File: src/rtl/el2_btb_upd_arb.sv
// BTB write-port arbiter (EXU > decode-invalidate FIFO > sweep); outputs registered, 1-cycle grant-to-write.
// No stall paths: decode pushes on a full FIFO without a pop are dropped (sticky dec_ovf); sweep built only with BTB_SWEEP_EN.

module el2_btb_upd_fifo #(
  parameter int DEPTH = 2,
  parameter int W     = 8
) (
  input  logic         clock,
  input  logic         reset,
  input  logic         in_vld,
  output logic         in_rdy,
  input  logic [W-1:0] in_dat,
  output logic         out_vld,
  input  logic         out_rdy,
  output logic [W-1:0] out_dat
);
  localparam int AW = (DEPTH > 1) ? $clog2(DEPTH) : 1;
  localparam int CW = $clog2(DEPTH + 1);

  logic [W-1:0]  mem [DEPTH];
  logic [AW-1:0] wr_ptr;
  logic [AW-1:0] rd_ptr;
  logic [CW-1:0] count;
  logic          push;
  logic          pop;
  logic          full;

  function automatic logic [AW-1:0] nxt(input logic [AW-1:0] p);
    return (p == AW'(DEPTH - 1)) ? '0 : p + 1'b1;
  endfunction

  assign full    = (count == CW'(DEPTH));
  assign out_vld = (count != '0);
  assign out_dat = mem[rd_ptr];
  assign pop     = out_vld && out_rdy;
  // A full FIFO still accepts when the head leaves in the same cycle.
  assign in_rdy  = !full || pop;
  assign push    = in_vld && in_rdy;

  always_ff @(posedge clock) begin
    if (reset) begin
      wr_ptr <= '0;
      rd_ptr <= '0;
      count  <= '0;
    end else begin
      if (push) begin
        mem[wr_ptr] <= in_dat;
        wr_ptr      <= nxt(wr_ptr);
      end
      if (pop) rd_ptr <= nxt(rd_ptr);
      if (push && !pop)      count <= count + 1'b1;
      else if (!push && pop) count <= count - 1'b1;
    end
  end
endmodule

module el2_btb_upd_arb #(
  parameter int ADDR_W = 8,
  parameter int TAG_W  = 5,
  parameter int DATA_W = 22
) (
  input  logic              clock,
  input  logic              reset,
  input  logic              exu_upd_valid,
  input  logic [ADDR_W-1:0] exu_upd_index,
  input  logic [TAG_W-1:0]  exu_upd_tag,
  input  logic [DATA_W-1:0] exu_upd_data,
  input  logic              exu_upd_inv,
  input  logic              dec_inv_valid,
  input  logic [ADDR_W-1:0] dec_inv_index,
  input  logic              sweep_start,
  output logic              btb_wr_en,
  output logic [ADDR_W-1:0] btb_wr_index,
  output logic [TAG_W-1:0]  btb_wr_tag,
  output logic [DATA_W-1:0] btb_wr_data,
  output logic              btb_wr_vbit,
  output logic              sweep_busy,
  output logic              sweep_done,
  output logic              dec_ovf
);
  logic              dec_rdy;
  logic              dec_head_vld;
  logic [ADDR_W-1:0] dec_head_index;
  logic              dec_gnt;
  logic              sweep_gnt;
  logic [ADDR_W-1:0] sweep_idx;

  assign dec_gnt = !exu_upd_valid && dec_head_vld;

  el2_btb_upd_fifo #(.DEPTH(2), .W(ADDR_W)) u_dec_fifo (
    .clock   (clock),
    .reset   (reset),
    .in_vld  (dec_inv_valid),
    .in_rdy  (dec_rdy),
    .in_dat  (dec_inv_index),
    .out_vld (dec_head_vld),
    .out_rdy (dec_gnt),
    .out_dat (dec_head_index)
  );

  always_ff @(posedge clock) begin
    if (reset)                         dec_ovf <= 1'b0;
    else if (dec_inv_valid && !dec_rdy) dec_ovf <= 1'b1;
  end

`ifdef BTB_SWEEP_EN
  typedef enum logic [1:0] {IDLE, SWEEP, DONE} sweep_state_t;

  sweep_state_t      state;
  logic [ADDR_W-1:0] sweep_cnt;

  assign sweep_gnt = (state == SWEEP) && !exu_upd_valid && !dec_head_vld;
  assign sweep_idx = sweep_cnt;

  // sweep_done is set by the final grant so it lines up with the last write.
  always_ff @(posedge clock) begin
    if (reset) begin
      state      <= IDLE;
      sweep_cnt  <= '0;
      sweep_busy <= 1'b0;
      sweep_done <= 1'b0;
    end else begin
      sweep_done <= 1'b0;
      case (state)
        IDLE: begin
          if (sweep_start) begin
            state      <= SWEEP;
            sweep_cnt  <= '0;
            sweep_busy <= 1'b1;
          end
        end
        SWEEP: begin
          if (sweep_gnt) begin
            sweep_cnt <= sweep_cnt + 1'b1;
            if (sweep_cnt == '1) begin
              state      <= DONE;
              sweep_done <= 1'b1;
            end
          end
        end
        DONE: begin
          state      <= IDLE;
          sweep_busy <= 1'b0;
        end
        default: begin
          state      <= IDLE;
          sweep_busy <= 1'b0;
        end
      endcase
    end
  end
`else
  logic sweep_unused;
  assign sweep_unused = sweep_start;
  assign sweep_gnt    = 1'b0;
  assign sweep_idx    = '0;
  assign sweep_busy   = 1'b0;
  assign sweep_done   = 1'b0;
`endif

  always_ff @(posedge clock) begin
    if (reset) begin
      btb_wr_en    <= 1'b0;
      btb_wr_index <= '0;
      btb_wr_tag   <= '0;
      btb_wr_data  <= '0;
      btb_wr_vbit  <= 1'b0;
    end else begin
      btb_wr_en <= exu_upd_valid || dec_gnt || sweep_gnt;
      if (exu_upd_valid) begin
        btb_wr_index <= exu_upd_index;
        btb_wr_tag   <= exu_upd_tag;
        btb_wr_data  <= exu_upd_data;
        btb_wr_vbit  <= !exu_upd_inv;
      end else if (dec_gnt) begin
        btb_wr_index <= dec_head_index;
        btb_wr_tag   <= '0;
        btb_wr_data  <= '0;
        btb_wr_vbit  <= 1'b0;
      end else if (sweep_gnt) begin
        btb_wr_index <= sweep_idx;
        btb_wr_tag   <= '0;
        btb_wr_data  <= '0;
        btb_wr_vbit  <= 1'b0;
      end else begin
        btb_wr_index <= '0;
        btb_wr_tag   <= '0;
        btb_wr_data  <= '0;
        btb_wr_vbit  <= 1'b0;
      end
    end
  end
endmodule

File: config.mk
export PLATFORM = sky130hd
export DESIGN_NAME = el2_btb_upd_arb
export DESIGN_NICKNAME = d
export VERILOG_FILES = /design/src/rtl/el2_btb_upd_arb.sv
export SDC_FILE = /design/constraint.sdc
export NUM_CORES = 1
export LEC_CHECK = 0
export CORE_ASPECT_RATIO = 1.5
export CORE_UTILIZATION = 43
export DETAILED_ROUTE_END_ITERATION = 16
export GPL_TIMING_DRIVEN = 0
export PLACE_DENSITY = 0.94
export SKIP_CTS_REPAIR_TIMING = 1
export SLEW_MARGIN = 25
export SYNTH_ARGS = -nofsm -noshare
export SYNTH_HDL_FRONTEND = slang
export SYNTH_SLANG_ARGS = --single-unit
File: constraint.sdc
create_clock -name clock -period 4.35 [get_ports clock]
set_input_delay 0.6525 -clock clock [delete_from_list [all_inputs] [get_ports clock]]
set_output_delay 0.6525 -clock clock [all_outputs]
set_load 0.005 [all_outputs]
==> run_results.csv, run 1 <==
group,metric,value,unit
run_status,status,"finished clean",
setup_path,critPathTopFamily,"simple AND/OR/NAND/NOR gates",
placed_design,gp_congestion,0.717,
synthesis,synth_edf_count,16,
routing,wl_met3,160,um
sta,slew_headroom,34.9,%
global_route,grt_pass1_vias,1342,
synthesis,ys_seq_elements,59,
finish,drive_above_1_share,12.4,%
sta,whs,0.447,ns
setup_path,worst-path-buf-inv,2,
sta,hold_viol,0,
routing,avgViaCountPerCell,4.52,
synthesis,ys.flop_type,"dfxtp_1",
finish,final_design_area_no_fill,0.00306,sq mm
floorplanning,dieArea,0.00473,sq mm
placed_design,place_ws,1.59,ns
sta,tightest_slew,0.969,ns
clock_tree,cts_tree,"built",
setup_path,end_kind,"register",
clock_tree,clock_path_buffers,2,
routing,drt_wl_total,3.99,mm
floorplanning,rows,29,
clock_tree,cts_made_buffers,9,
clock_tree,cts-root-buf,"clkbuf_8",
finish,final_nets,294,
power_and_ir_drop,irDropWorstVdd,364,uV
global_route,grt_max_degree,11,
synthesis,ys_types,27,
routing,num_vias,1332,
synthesis,yosysTopAreaCell,"dfxtp_1",
setup_path,crit_type,"input port to register",
synthesis,synth_compound_area_share,5.29,%
placed_design,place_area,0.00283,sq mm
setup_path,worst_ep_required_time,4.29,ns
synthesis,ys_top_cells_by_area,"dfxtp_1 (45%), edfxtp_1 (25%), and2_1 (8.8%)",
synthesis,synth_simple_gate_area_share,14.6,%
routing,topRoutingLayerUsed,"met4",
finish,utilization,72.1,%
routing,drc_errors,0,
routing,detail_route.first_pass.iterations,4,
setup_path,slowest_stage,"nor3_1",
power_and_ir_drop,p_per_area,461,mW/mm^2
placed_design,port_buffers,85,
finish,syn_to_final_growth,59.8,%
floorplanning,fp.dieH,83.7,um
setup_path,arrival,2.19,ns
routing,wire_per_inst,13.5,um
floorplanning,die_w,56.5,um
setup_path,worst_setup_path_start_kind,"input port",
synthesis,synthAdderAreaFrac,0.654,%
synthesis,synth-xor-area-share,1.37,%
synthesis,syn_inst,147,
power_and_ir_drop,p_leak,0.00117,uW
clock_tree,h-tree-depth,3,
sta,max_freq,0.445,GHz
synthesis,synth_top_area_share,45.0,%
placed_design,dp_hpwl,3.06,mm
synthesis,synth-async-reset-ratio,0,%
routing,wl_met2,2.40,mm
routing,ant_nets,0,
hold_path,min_path_type,"register to register",
sta,setup_slack,2.10,ns
floorplanning,core_area,0.00425,sq mm
finish,antennaDiodeCount,0,
sta,rsz0062_at_grt,"no",
clock_tree,clkTransAtPathRegs,0.06,ns
setup_path,path_cells,"clkdlybuf4s50_1 > clkbuf_1 > nor3_1",
synthesis,synth.mux.area_fraction,4.77,%
setup_path,cpPeakStageDelay,0.83,ns
sta,period_needed,2.25,ns
clock_tree,clk_latency,0.32,ns
global_route,grt_antenna_before_repair,0,
sta,period_share,51.6,%
synthesis,synth_top_family_by_area,"simple AND/OR/NAND/NOR gates",
routing,wl_met1,1.33,mm
synthesis,syn_avg_cell_area,13.0,sq um
routing,drtIter0Drc,25,
sta,fin_skew,0.00676,ns
floorplanning,io-pin-count,89,
sta,slew_viol_final,0,
synthesis,syn_area,0.00191,sq mm
synthesis,yosysSeqAreaShare,70.1,%
clock_tree,cts.sinks,59,
sta,setup_viol,0,
global_route,grt_pass1_wl,6.24,mm
global_route,grt.total_usage,18.3,%
flow_run,maxCapViolCount,0,
global_route,grt_overflow_total,0,
synthesis,yosys_warnings,0,
setup_path,cp_max_fo,10,
sta,tns,0,ns
floorplanning,initial_core_util,45.1,%
-- synth_stat cells, types with 2 or more instances --
| master | number |
|---|---|
| a21oi_1 | 2 |
| and2_1 | 27 |
| buf_2 | 2 |
| buf_4 | 2 |
| clkbuf_1 | 3 |
| dfxtp_1 | 43 |
| edfxtp_1 | 16 |
| inv_1 | 2 |
| mux2i_1 | 8 |
| nand2_1 | 9 |
| nor2_1 | 5 |
| nor2b_1 | 3 |
| nor3_1 | 2 |
| o21ai_2 | 8 |
| xor2_1 | 3 |
-- sequential cells by signal (all words and copies together) (netlist names), named ones only --
name               flops
btb_wr_index           8
btb_wr_tag             5
dec_ovf                1
u_dec_fifo.wr_ptr      1
u_dec_fifo.mem        16
u_dec_fifo.rd_ptr      1
u_dec_fifo.count       2
btb_wr_en              1
btb_wr_data           22
btb_wr_vbit            1
-- cells in the final DEF (no fill, tap or decap) --
master,synthesis,final
clkinv_2,0,1
nor3_1,2,2
nor2_1,5,5
and2_1,27,27
o21bai_2,1,1
conb_1,1,2
nand2_1,9,9
buf_4,2,2
clkinvlp_4,0,1
buf_6,1,1
buf_1,1,1
buf_2,2,2
o21ai_2,8,8
nor2b_1,3,3
clkbuf_8,0,11
or2_0,1,1
xor2_1,3,3
o21ai_0,1,1
dfxtp_1,43,43
edfxtp_1,16,16
clkbuf_1,3,4
clkdlybuf4s50_1,0,85
o21ai_1,1,1
nor3b_2,0,1
mux2_2,1,1
or3_1,1,1
nand4b_1,1,1
bufinv_16,0,2
ha_1,1,1
inv_1,2,2
a21oi_1,2,2
mux2i_1,8,8
-- kinds of logic (layout without fill, tap and decap cells) --
kind of cell             after synthesis  count (layout)
XOR/XNOR                               3               3
AO/OA/AOI/OAI                         13              13
flip-flops                            59              59
buffers and inverters                 11             112
AND/OR/NAND/NOR                       50              50
multiplexers                           9               9
other                                  1               2
adder cells (fa/ha/maj)                1               1
-- metrics by stage --
stage                     total power (uW)  std cells
after floorplan                        760        148
after global placement                 861        279
after detailed placement               871        279
after CTS                             1420        295
after global routing                  1480        295
final                                 1410        295
-- power breakdown --
group | total [uW] | switching, uW | internal, uW | leakage [uW]
registers | 636 | 23.0 | 613 | 0.000501
clock network | 551 | 198 | 353 | 0.000113
logic | 223 | 89.8 | 133 | 0.000559
-- layout make-up --
class | instances | area [sq um]
Clock buffer | 12 | 155
Multi-Input combinational cell | 78 | 523
Buffer | 9 | 51.3
Inverter | 2 | 7.51
Timing Repair Buffer | 85 | 851
Fill cell | 290 | 1190
Tap cell | 46 | 57.6
Clock inverter | 4 | 72.6
Sequential cell | 59 | 1340
-- path summary, 6_finish.rpt --
check                           cells after the start              endpoint                start  slack [ns]
worst min register to register                      2               dec_ovf              dec_ovf        0.45
worst max-delay path                                3  u_dec_fifo.mem[0][7]                reset        2.10
worst min-delay path                                2               dec_ovf              dec_ovf        0.45
worst max register to register                      6   u_dec_fifo.count[1]  u_dec_fifo.count[1]        2.55
-- layer usage --
metal  vias up  track usage, %
li1        673               -
met1       606            16.2
met2        43            34.2
met3        10            6.20
met4         0            10.9
met5         -               0
-- worst min-delay path: cells and delay by family, from the launching register on --
family / cells / cell delay [ns]
buf+inv: 1 / 0.05
compound gates: 1 / 0.05
flops: 1 / 0.31
No activity file was read; power rests on OpenSTA's default activity.
==> run 2: changes to the inputs <==
--- a/config.mk
+++ b/config.mk
@@ -6,10 +6,10 @@
 export NUM_CORES = 1
 export LEC_CHECK = 0
 export CORE_ASPECT_RATIO = 1.5
-export CORE_UTILIZATION = 43
+export CORE_UTILIZATION = 40
 export DETAILED_ROUTE_END_ITERATION = 16
 export GPL_TIMING_DRIVEN = 0
-export PLACE_DENSITY = 0.94
+export PLACE_DENSITY = 0.89
 export SKIP_CTS_REPAIR_TIMING = 1
 export SLEW_MARGIN = 25
 export SYNTH_ARGS = -nofsm -noshare
==> constraint.sdc (replaced) <==
create_clock -name clock -period 2.4 [get_ports clock]
set_input_delay 0.36 -clock clock [delete_from_list [all_inputs] [get_ports clock]]
set_output_delay 0.36 -clock clock [all_outputs]
set_load 0.005 [all_outputs]
==> run_results.csv, run 2 (synthesized netlist as in run 1, its figures left out) <==
group,metric,value,unit
hold_path,hp-start,"dec_ovf",
setup_path,cp.depth,7,
routing,avgViaCountPerCell,4.29,
sta,hold_viol,0,
placed_design,port_buffers,85,
sta,period_share,83.7,%
sta,whs,0.478,ns
routing,drt_wl_total,3.84,mm
finish,largest-register,"btb_wr_data",
clock_tree,clock_path_buffers,2,
setup_path,crit_type,"input port to register",
sta,slew_headroom,58.4,%
routing,ant_nets,0,
setup_path,r2r_slack,0.55,ns
finish,largest_register_ffs,22,
setup_path,rr_startpoint,"u_dec_fifo.count[1]",
routing,drc_errors,0,
routing,num_vias,1342,
floorplanning,rows,30,
power_and_ir_drop,irDropWorstVdd,469,uV
sta,setup_slack,0.391,ns
floorplanning,initial_core_util,42.1,%
setup_path,end_kind,"register",
setup_path,arrival,2.27,ns
global_route,grt_antenna_before_repair,0,
global_route,grt_max_degree,12,
routing,drtIter0Drc,16,
setup_path,cpPeakStageDelay,0.54,ns
run_status,status,"finished clean",
power_and_ir_drop,p_leak,0.00117,uW
placed_design,gp_congestion,0.711,
setup_path,critPathTopFamily,"buffers and inverters",
sta,period_needed,2.01,ns
flow_run,maxCapViolCount,0,
finish,reg_top3,"btb_wr_data: 22 flops, u_dec_fifo.mem: 16 flops, btb_wr_index: 8 flops",
clock_tree,cts_tree,"built",
finish,syn_to_final_growth,60.1,%
sta,slew_viol_final,0,
placed_design,dp_hpwl,2.96,mm
global_route,grt_pass1_wl,5.62,mm
hold_path,worstHoldEndpoint,"dec_ovf",
setup_path,r2r_end,"u_dec_fifo.count[1]",
routing,wire_per_inst,12.3,um
floorplanning,die_w,58.5,um
clock_tree,clkTransAtPathRegs,0.06,ns
power_and_ir_drop,p_per_area,793,mW/mm^2
sta,fin_skew,0.00510,ns
clock_tree,h-tree-depth,3,
sta,max_freq,0.498,GHz
clock_tree,clk_latency,0.33,ns
sta,setup_viol,0,
setup_path,worst_ep_required_time,2.66,ns
setup_path,slowest_stage,"clkdlybuf4s50_1",
sta,rsz0062_at_grt,"no",
setup_path,worst_setup_path_start_kind,"input port",
floorplanning,fp.dieH,86.7,um
finish,drive_above_1_share,13.3,%
routing,detail_route.first_pass.iterations,4,
finish,antennaDiodeCount,0,
setup_path,cp_max_fo,5,
hold_path,min_path_type,"register to register",
floorplanning,dieArea,0.00507,sq mm
setup_path,rr_worst_depth,6,
finish,final_nets,294,
clock_tree,cts_made_buffers,9,
sta,tightest_slew,0.621,ns
floorplanning,io-pin-count,89,
global_route,grt_overflow_total,0,
finish,final_design_area_no_fill,0.00306,sq mm
placed_design,place_area,0.00285,sq mm
placed_design,place_ws,-0.0248,ns
clock_tree,cts-root-buf,"clkbuf_8",
global_route,grt_pass1_vias,1257,
setup_path,path_cells,"clkdlybuf4s50_1 > nand2_1 > o21ai_1 > inv_1 > ha_1 > or3_1 > a21oi_1",
finish,final_common_cell,"clkdlybuf4s50_1",
clock_tree,cts.sinks,59,
hold_path,min_path_cells,2,
finish,final_cell_mix,"clkdlybuf4s50_1 (85), dfxtp_1 (43), and2_1 (27), edfxtp_1 (16)",
global_route,grt.total_usage,15.7,%
floorplanning,core_area,0.00454,sq mm
setup_path,worst-path-buf-inv,2,
==> run 2: cell count changes in the layout (fill, tap and decap cells not counted), sizes merged <==
cell / delta
bufinv: -2
clkbuf: -1
clkinv: +2
inv: +1
==> run 2: area by class of cell <==
type / count / area, sq um
plain buffers: 9 / 51.3
clock buffers: 11 / 174
clock inverters: 5 / 31.3
fillers: 341 / 1480
inverters: 2 / 7.51
multi-input cells: 78 / 528
flip-flops and latches: 59 / 1340
well taps: 64 / 80.1
repair buffers: 85 / 851
==> run 2: stage by stage <==
step                      setup TNS, ns  util, %  power, uW  instances
after global placement                0     62.7       1560        297
after CTS                             0     67.2       2460        313
final                                 0     67.5       2430        313
after floorplan                       0        -       1380        148
after global routing                  0     67.5       2540        313
after detailed placement         -0.197     62.7       1580        297
==> run 2: layer usage <==
metal	share of wire, %	track usage, %	vias up
li1	-	-	676
met1	34	13.8	602
met2	56	27.2	50
met3	4.7	6.12	14
met4	4.7	13.0	0
met5	0	0	-
==> run 2: worst max-delay path by stage <==
stage,startpoint,end
floorplan,reset,u_dec_fifo.mem[1][0]
global placement,reset,u_dec_fifo.mem[1][3]
detailed placement,reset,u_dec_fifo.mem[1][3]
CTS,reset,u_dec_fifo.mem[1][7]
global route,exu_upd_valid,u_dec_fifo.count[1]
finish,exu_upd_valid,u_dec_fifo.count[1]
==> run 2: report_power, final <==
group,total [uW],switching [uW],internal (uW)
logic,399,157,242
clock network,877,380,498
registers,1150,43.9,1110
==> run 2: tightest hold or removal path: cells and delay by family, from the launching register on <==
kind	cells	cell delay, ns
flip-flops	1	0.31
buffers and inverters	1	0.06
AO/OA/AOI/OAI	1	0.05
